==> src/rtl/race_pkg.sv <==
// race_pkg: shared phase encoding, LFSR constants and place-counter sizing
// for the red-light/green-light race controller and its place arbiter.
package race_pkg;

  // Phase encoding as seen on the `phase` output.
  typedef enum logic [2:0] {
    PH_IDLE      = 3'd0,
    PH_COUNTDOWN = 3'd1,
    PH_GREEN     = 3'd2,
    PH_RED       = 3'd3,
    PH_DONE      = 3'd4
  } phase_e;

  // 8-bit Fibonacci LFSR, taps 8,6,5,4 (bits 7,5,4,3).
  localparam logic [7:0] LFSR_SEED = 8'hA5;
  localparam logic [7:0] LFSR_TAPS = 8'hB8;

  // Place counter: 1-based, saturates at its all-ones value.
  localparam int unsigned        PLACE_W   = 3;
  localparam logic [PLACE_W-1:0] PLACE_MAX = '1;

  // Width of the per-phase tick counter and phase-length values.
  localparam int unsigned PHASE_LEN_W = 16;

  // Clamp a phase length so a light phase always lasts at least one tick.
  function automatic logic [PHASE_LEN_W-1:0] at_least_one(input logic [PHASE_LEN_W-1:0] v);
    return (v == '0) ? PHASE_LEN_W'(1) : v;
  endfunction

endpackage

==> src/rtl/race_place_arbiter.sv <==
// race_place_arbiter: tracks which lanes have resolved (finished or out),
// queues finishers in a pending mask and grants one place per cycle to the
// lowest-index pending lane, with a saturating 1-based place counter.
module race_place_arbiter
  import race_pkg::*;
#(
  parameter int unsigned N_PLAYERS = 4
)(
  input  logic                 clk,
  input  logic                 rst,
  input  logic                 clear,
  input  logic                 sample_en,
  input  logic [N_PLAYERS-1:0] finished,
  input  logic [N_PLAYERS-1:0] out,
  output logic [N_PLAYERS-1:0] win,
  output logic                 place_valid,
  output logic [PLACE_W-1:0]   place_num,
  output logic                 settled
);

  logic [N_PLAYERS-1:0] pending_q, pending_d;
  logic [N_PLAYERS-1:0] resolved_q, resolved_d;
  logic [N_PLAYERS-1:0] hit, req, grant;
  logic [PLACE_W-1:0]   place_q, place_d;
  logic                 found;

  // Resolve new lane events, pick the lowest pending lane, advance the counter.
  always_comb begin
    hit   = sample_en ? ((finished | out) & ~resolved_q) : '0;
    // A lane that is out in the same cycle it finishes is eliminated, not queued.
    req   = pending_q | (hit & finished & ~out);
    grant = '0;
    found = 1'b0;
    for (int unsigned i = 0; i < N_PLAYERS; i++) begin
      if (req[i] && !found) begin
        grant[i] = 1'b1;
        found    = 1'b1;
      end
    end
    pending_d  = req & ~grant;
    resolved_d = resolved_q | hit;
    place_d    = place_q;
    if (found) begin
      place_d = (place_q == PLACE_MAX) ? PLACE_MAX : place_q + 1'b1;
    end
    if (clear) begin
      pending_d  = '0;
      resolved_d = '0;
      grant      = '0;
      place_d    = PLACE_W'(1);
    end
    settled = (&resolved_d) && (pending_d == '0);
  end

  // Register masks, counter and the one-cycle grant outputs.
  always_ff @(posedge clk or negedge rst) begin
    if (!rst) begin
      pending_q   <= '0;
      resolved_q  <= '0;
      place_q     <= '0;
      win         <= '0;
      place_valid <= 1'b0;
      place_num   <= '0;
    end else begin
      pending_q   <= pending_d;
      resolved_q  <= resolved_d;
      place_q     <= place_d;
      win         <= grant;
      place_valid <= |grant;
      place_num   <= (|grant) ? place_q : '0;
    end
  end

endmodule

==> src/rtl/race_controller.sv <==
// race_controller: red-light/green-light race sequencer. Runs the tick
// prescaler, countdown and alternating light phases, drives enable/red, and
// hands finish-order arbitration to race_place_arbiter.
// Optional feature: define RACE_RANDOM_LIGHT_EN for LFSR-randomised phase
// lengths; otherwise GREEN_TICKS/RED_TICKS are used as fixed lengths.
module race_controller
  import race_pkg::*;
#(
  parameter int unsigned N_PLAYERS       = 4,
  parameter int unsigned TICK_DIV        = 1000,
  parameter int unsigned COUNTDOWN_TICKS = 3,
  parameter int unsigned GREEN_TICKS     = 8,
  parameter int unsigned RED_TICKS       = 4,
  parameter int unsigned RACE_TICKS      = 255
)(
  input  logic                 clk,
  input  logic                 rst,
  input  logic                 start,
  input  logic [N_PLAYERS-1:0] finished,
  input  logic [N_PLAYERS-1:0] out,
  output logic                 enable,
  output logic                 red,
  output logic [2:0]           phase,
  output logic [2:0]           countdown,
  output logic [N_PLAYERS-1:0] win,
  output logic                 place_valid,
  output logic [2:0]           place_num,
  output logic                 race_done
);

  localparam int unsigned      DIV_W    = (TICK_DIV > 1) ? $clog2(TICK_DIV) : 1;
  localparam logic [DIV_W-1:0] DIV_LAST = DIV_W'(TICK_DIV - 1);

  phase_e                 ph_q, ph_d;
  logic [DIV_W-1:0]       div_q, div_d;
  logic [PHASE_LEN_W-1:0] pt_q, pt_d, cur_len;
  logic [7:0]             race_q, race_d;
  logic [2:0]             cd_q, cd_d;
  logic                   tick, clear, settled;

  assign tick      = (div_q == DIV_LAST);
  assign clear     = ((ph_q == PH_IDLE) || (ph_q == PH_DONE)) && start;
  assign phase     = ph_q;
  assign countdown = cd_q;

`ifdef RACE_RANDOM_LIGHT_EN
  logic [7:0]             lfsr_q;
  logic [PHASE_LEN_W-1:0] len_q, len_d;

  // Free-running LFSR, stepped every cycle.
  always_ff @(posedge clk or negedge rst) begin
    if (!rst) lfsr_q <= LFSR_SEED;
    else      lfsr_q <= {lfsr_q[6:0], ^(lfsr_q & LFSR_TAPS)};
  end

  // Capture the randomised length of a light phase on entry to it.
  always_comb begin
    len_d = len_q;
    if (ph_d == PH_GREEN && ph_q != PH_GREEN) begin
      len_d = at_least_one(PHASE_LEN_W'(GREEN_TICKS / 2) + PHASE_LEN_W'(lfsr_q[2:0]));
    end else if (ph_d == PH_RED && ph_q != PH_RED) begin
      len_d = at_least_one(PHASE_LEN_W'(RED_TICKS / 2) + PHASE_LEN_W'(lfsr_q[1:0]));
    end
  end

  // Hold the current phase length.
  always_ff @(posedge clk or negedge rst) begin
    if (!rst) len_q <= '0;
    else      len_q <= len_d;
  end

  assign cur_len = len_q;
`else
  assign cur_len = (ph_q == PH_RED) ? PHASE_LEN_W'(RED_TICKS) : PHASE_LEN_W'(GREEN_TICKS);
`endif

  // Next phase, countdown, race/phase tick counters and prescaler.
  always_comb begin
    ph_d   = ph_q;
    cd_d   = cd_q;
    race_d = race_q;
    pt_d   = pt_q;
    case (ph_q)
      PH_IDLE, PH_DONE: begin
        if (clear) begin
          ph_d   = PH_COUNTDOWN;
          cd_d   = 3'(COUNTDOWN_TICKS);
          race_d = '0;
        end
      end
      PH_COUNTDOWN: begin
        if (tick) begin
          if (cd_q == 3'd1) begin
            ph_d = PH_GREEN;
            cd_d = '0;
          end else begin
            cd_d = cd_q - 3'd1;
          end
        end
      end
      PH_GREEN, PH_RED: begin
        if (tick) begin
          race_d = race_q + 8'd1;
          pt_d   = pt_q + PHASE_LEN_W'(1);
          if (pt_d >= cur_len) ph_d = (ph_q == PH_GREEN) ? PH_RED : PH_GREEN;
          // Timeout overrides a light change on the same tick.
          if (race_d == 8'(RACE_TICKS)) ph_d = PH_DONE;
        end
        if (settled) ph_d = PH_DONE;
      end
      default: ph_d = PH_IDLE;
    endcase
    if (ph_d != ph_q) pt_d = '0;
    div_d = ((ph_d != ph_q) || tick) ? '0 : div_q + 1'b1;
  end

  // Phase state, counters and the registered light/status outputs.
  always_ff @(posedge clk or negedge rst) begin
    if (!rst) begin
      ph_q      <= PH_IDLE;
      div_q     <= '0;
      pt_q      <= '0;
      race_q    <= '0;
      cd_q      <= '0;
      enable    <= 1'b0;
      red       <= 1'b0;
      race_done <= 1'b0;
    end else begin
      ph_q      <= ph_d;
      div_q     <= div_d;
      pt_q      <= pt_d;
      race_q    <= race_d;
      cd_q      <= cd_d;
      enable    <= (ph_d == PH_GREEN) || (ph_d == PH_RED);
      red       <= (ph_d == PH_RED);
      race_done <= (ph_d == PH_DONE);
    end
  end

  race_place_arbiter #(
    .N_PLAYERS (N_PLAYERS)
  ) u_arbiter (
    .clk         (clk),
    .rst         (rst),
    .clear       (clear),
    .sample_en   (enable),
    .finished    (finished),
    .out         (out),
    .win         (win),
    .place_valid (place_valid),
    .place_num   (place_num),
    .settled     (settled)
  );

endmodule

==> config.mk <==
export PLATFORM = sky130hd
export DESIGN_NAME = race_controller
export DESIGN_NICKNAME = d
export VERILOG_FILES = /design/src/rtl/race_pkg.sv /design/src/rtl/race_place_arbiter.sv /design/src/rtl/race_controller.sv
export SDC_FILE = /design/constraint.sdc
export NUM_CORES = 1
export LEC_CHECK = 0
export ABC_AREA = 1
export CORE_MARGIN = 8
export CORE_UTILIZATION = 43
export DETAILED_ROUTE_END_ITERATION = 12
export PLACE_DENSITY_LB_ADDON = 0.1
export SYNTH_ARGS = -nofsm -noshare
export SYNTH_HDL_FRONTEND = slang
export SYNTH_HIERARCHICAL = 1
export SYNTH_SLANG_ARGS = --single-unit
==> constraint.sdc <==
create_clock -name clk -period 2.8 [get_ports clk]
set_input_delay 0.42 -clock clk [delete_from_list [all_inputs] [get_ports clk]]
set_output_delay 0.42 -clock clk [all_outputs]
set_load 0.005 [all_outputs]
==> Implementation_results.wiki, run 1 <==
{| class="wikitable"
! Metric !! Value
|-
| Height of the die || 108 um
|-
| Number of H-tree branching levels || 3
|-
| Clock latency reported for the late side of the worst-skew pair || 0.33 ns
|-
| Final routed wirelength across all metal layers || 8180 um
|-
| Crit-path max FO || 5
|-
| Residual DRC || 0
|-
| Fin. max-slew vios || 0
|-
| Setup repair after global routing missed its margin || yes
|-
| Distinct cells, synth || 31
|-
| Areal power density over the cells || 600 nW/um^2
|-
| Placeable core area || 8260 um^2
|-
| Pin count of the biggest net entering global routing || 23
|-
| Register clock-pin slew on the reported worst setup and hold paths || 0.08 ns
|-
| P_sw || 0.897 mW
|-
| Total grt overflow || 0
|-
| Max-cap check violation count || 0
|-
| IO Pins || 28
|-
| Wire length of the first global-routing pass || 13400 um
|-
| ANT cells || 0
|-
| Detailed placer's ending HPWL || 6200 um
|-
| Primary FF master, synth || dfrtp_1
|-
| Clock root buffer || clkbuf_8
|-
| Endpoint of the worst register-to-register path || pt_q[6]
|-
| Floorplan row count || 33
|-
| Bufs on Longest Clock Path || 2
|-
| PnR worst setup slack || 0.106 ns
|-
| Hold Vio Cnt, Final || 0
|-
| Via Count || 3169
|-
| Slew at the pin closest to its max-slew limit || 0.512 ns
|-
| Cell count of the worst reg-to-reg path || 21
|-
| Post-synthesis instance area || 3670 um^2
|-
| Placement Setup Slack || -0.0927 ns
|-
| Static Leak || 2.14 nW
|-
| Worst hold path class || input pin to asynchronous set/reset pin
|-
| CTS Buf Count || 9
|-
| Maximum frequency from static timing analysis || 371 MHz
|-
| Mapped Cells || 491
|-
| Flip-flop and latch count after synthesis || 61
|-
| Fraction of power consumed by the clock network || 32.4%
|-
| Portion of the post-synthesis area used by sequential elements || 41.6%
|-
| Initial core utilization || 44.5%
|-
| Endpoint class of the critical path || flip-flop
|-
| Slew HR || 65.8%
|-
| Critical path start-end classification || flip-flop to flip-flop
|-
| Final Critical Period || 2.69 ns
|-
| Syn Area/Cell || 7.48 um^2
|-
| Peak ir drop on the vdd network || 0.448 mV
|-
| Quantity of I/O buffers inserted on ports || 27
|-
| Final core occ || 54.6%
|-
| Routed vias/inst || 4.89
|-
| Number of sinks driven by the clock tree || 61
|-
| ANT nets after route || 0
|-
| # fillers || 804
|-
| Arrival @ worst endpoint || 2.96 ns
|-
| Startpoint types || flip-flop
|-
| Average wire per standard cell || 12.6 um
|-
| Global placer's final weighted congestion || 0.862
|-
| Overall Global Routing Usage || 14.1%
|-
| Total nets after synthesis || 511
|-
| RR Startpoint || pt_q[0]
|-
| Number of flops mapped to enable cells by yosys || 0
|-
| Period utilization || 96.2%
|-
| Post-CTS Hold Fix Bufs || 0
|-
| Fraction of final layout cells sized beyond drive strength 1 || 18.2%
|-
| Die Footprint || 11700 um^2
|-
| Data required time at the worst endpoint || 3.07 ns
|-
| CTS tree || built
|-
| Clock Skew || 0.00883 ns
|-
| Vias in the first global route || 2908
|-
| Number of antenna violations at the first check in global routing || 0
|-
| Layout Nets || 558
|-
| Async set or reset register ratio after synthesis || 100%
|-
| Die X || 108 um
|-
| Sequential fraction of design power || 38.7%
|-
| Proportion of power drawn by combinational gates || 28.8%
|-
| Outcome || completed
|-
| R2R Setup Slk || 0.11 ns
|-
| Number of DRC violations after detailed-routing iteration 0 || 123
|-
| Setup violation total in the final timing report || 0
|-
| Area Overhead vs Synth || 22.8%
|-
| Yosys synthesis warning count || 6
|-
| Leading cell type in the layout, fill and taps excluded || nand2_1
|-
| Switch share || 33.2%
|-
| Detailed Routing Iterations Pass 1 || 4
|-
| Commonest cells after routing, fill and taps aside || nand2_1 (130), inv_1 (65), dfrtp_1 (60)
|-
| Internal || 1.81 mW
|}
-- cell families (layout without fill, tap and decap cells) --
group	count (synthesis)	in the layout	synth area share (%)
AOI/OAI and AO/OA	45	45	6.65
xor gates and xnor gates	13	13	3.10
adders and majority gates	9	9	3.07
DFF	61	61	41.6
and+or+nand+nor	287	287	37.4
buffers and inverters	76	128	8.18
-- sequential cells by signal (all words and copies together) (netlist names), 4 cells and up --
register	cells
div_q	10
u_arbiter/resolved_q	4
pt_q	16
race_q	8
u_arbiter/win	4
-- stage by stage --
step	setup TNS (ns)	cells	power [mW]	cell area [um^2]	hold slack, ns
final	0	648	2.70	4510	0.0501
after global routing	-0.939	648	2.86	4510	0.0713
after CTS	0	645	2.62	4390	0.0532
after detailed placement	-0.804	628	1.71	4130	0.422
after global placement	-0.426	628	1.71	4130	0.421
after floorplan	0	491	1.49	3670	0.124
-- what timing repair did --
| action | in CTS | in global routing |
|---|---|---|
| cloned | 0 | 1 |
| pin swaps | 1 | 18 |
| resized for setup | 5 | 27 |
| setup endpoints to repair | 23 | 25 |
| buffers inserted | 1 | 2 |
-- synth_stat cells (2+ instances only) --
| master | number | share of area (%) |
|---|---|---|
| a21oi_1 | 9 | 1.2 |
| a21oi_2 | 2 | 0.48 |
| a22oi_1 | 2 | 0.41 |
| buf_2 | 3 | 0.41 |
| clkbuf_1 | 3 | 0.31 |
| dfrtp_1 | 61 | 42 |
| ha_1 | 9 | 3.1 |
| inv_1 | 66 | 6.7 |
| inv_2 | 3 | 0.31 |
| nand2_1 | 132 | 13 |
| nand2_2 | 7 | 1.2 |
| nand3_1 | 31 | 4.2 |
| nand3_2 | 2 | 0.55 |
| nand4_1 | 13 | 2.2 |
| nor2_1 | 67 | 6.9 |
| nor2_2 | 9 | 1.5 |
| nor2_4 | 15 | 4.6 |
| nor3_1 | 4 | 0.55 |
| o21ai_0 | 24 | 3.3 |
| o21ai_1 | 4 | 0.55 |
| o22ai_1 | 3 | 0.51 |
| or2_2 | 2 | 0.34 |
| xnor2_1 | 5 | 1.2 |
| xor2_1 | 8 | 1.9 |
-- worst max-delay path by stage --
| stage | depth (start not counted) | end | from |
|---|---|---|---|
| 2_1_floorplan | 21 | pt_q[10] | phase[0] |
| 3_3_place_gp | 20 | div_q[6] | phase[2] |
| 3_5_place_dp | 20 | div_q[7] | phase[2] |
| 4_1_cts | 21 | pt_q[5] | phase[2] |
| 5_1_grt | 22 | pt_q[7] | pt_q[0] |
| 6_report | 21 | pt_q[6] | pt_q[0] |
-- critical path: stages, from the launching register on --
cell and delay (ns):
dfrtp_1 0.40, ha_2 0.21, xnor2_2 0.14, ha_1 0.29
nand2_1 0.06, nand2_1 0.05, nand2_1 0.07, nand2_2 0.07
nor2_2 0.09, nand2_1 0.07, nor2_2 0.13, nand2_1 0.06
nor2_1 0.08, nand3_1 0.07, nand3_1 0.07, nand2_1 0.07
nand2_2 0.11, nand2_2 0.08, nand2_4 0.10, nand3_4 0.13
clkbuf_16 0.22, nor2_4 0.07
-- area by class of cell --
type                            count  area (um^2)  area share [%]
Inverter                           69          259            5.74
Clock inverter                      7         98.8            2.19
Clock buffer                        9          124            2.75
Sequential cell                    61         1530            33.9
Timing Repair Buffer               43          419            9.30
Tap cell                          105          131            2.91
Multi-Input combinational cell    354         1950            43.2
-- power groups by stage --
stage	clock network, mW	registers [mW]	logic, mW
floorplan	0	1.06	0.435
global placement	0	1.06	0.642
detailed placement	0	1.07	0.647
CTS	0.904	1.05	0.664
global route	0.941	1.06	0.858
finish	0.876	1.05	0.780
-- layer usage --
layer	vias up	GRT usage (%)	routed length, um
met1	1485	19.1	4030
met4	0	4.79	80
met2	36	22.1	3800
li1	1640	-	-
met3	8	2.56	274
met5	-	0	0
No activity file was read; power rests on OpenSTA's default activity.
==> run 2: changes to the inputs <==
--- a/config.mk
+++ b/config.mk
@@ -8,6 +8,7 @@
 export ABC_AREA = 1
 export CORE_MARGIN = 8
 export CORE_UTILIZATION = 43
+export CTS_CLUSTER_SIZE = 20
 export DETAILED_ROUTE_END_ITERATION = 12
 export PLACE_DENSITY_LB_ADDON = 0.1
 export SYNTH_ARGS = -nofsm -noshare
==> results of run 2 <==
Same layout as run 1: the final DEF is identical, and so are final timing and power.
==> run 3: changes to the inputs <==
--- a/config.mk
+++ b/config.mk
@@ -6,6 +6,7 @@
 export NUM_CORES = 1
 export LEC_CHECK = 0
 export ABC_AREA = 1
+export CAP_MARGIN = 40
 export CORE_MARGIN = 8
 export CORE_UTILIZATION = 43
 export CTS_CLUSTER_SIZE = 20
==> results of run 3 <==
Same layout as run 1: the final DEF is identical, and so are final timing and power.
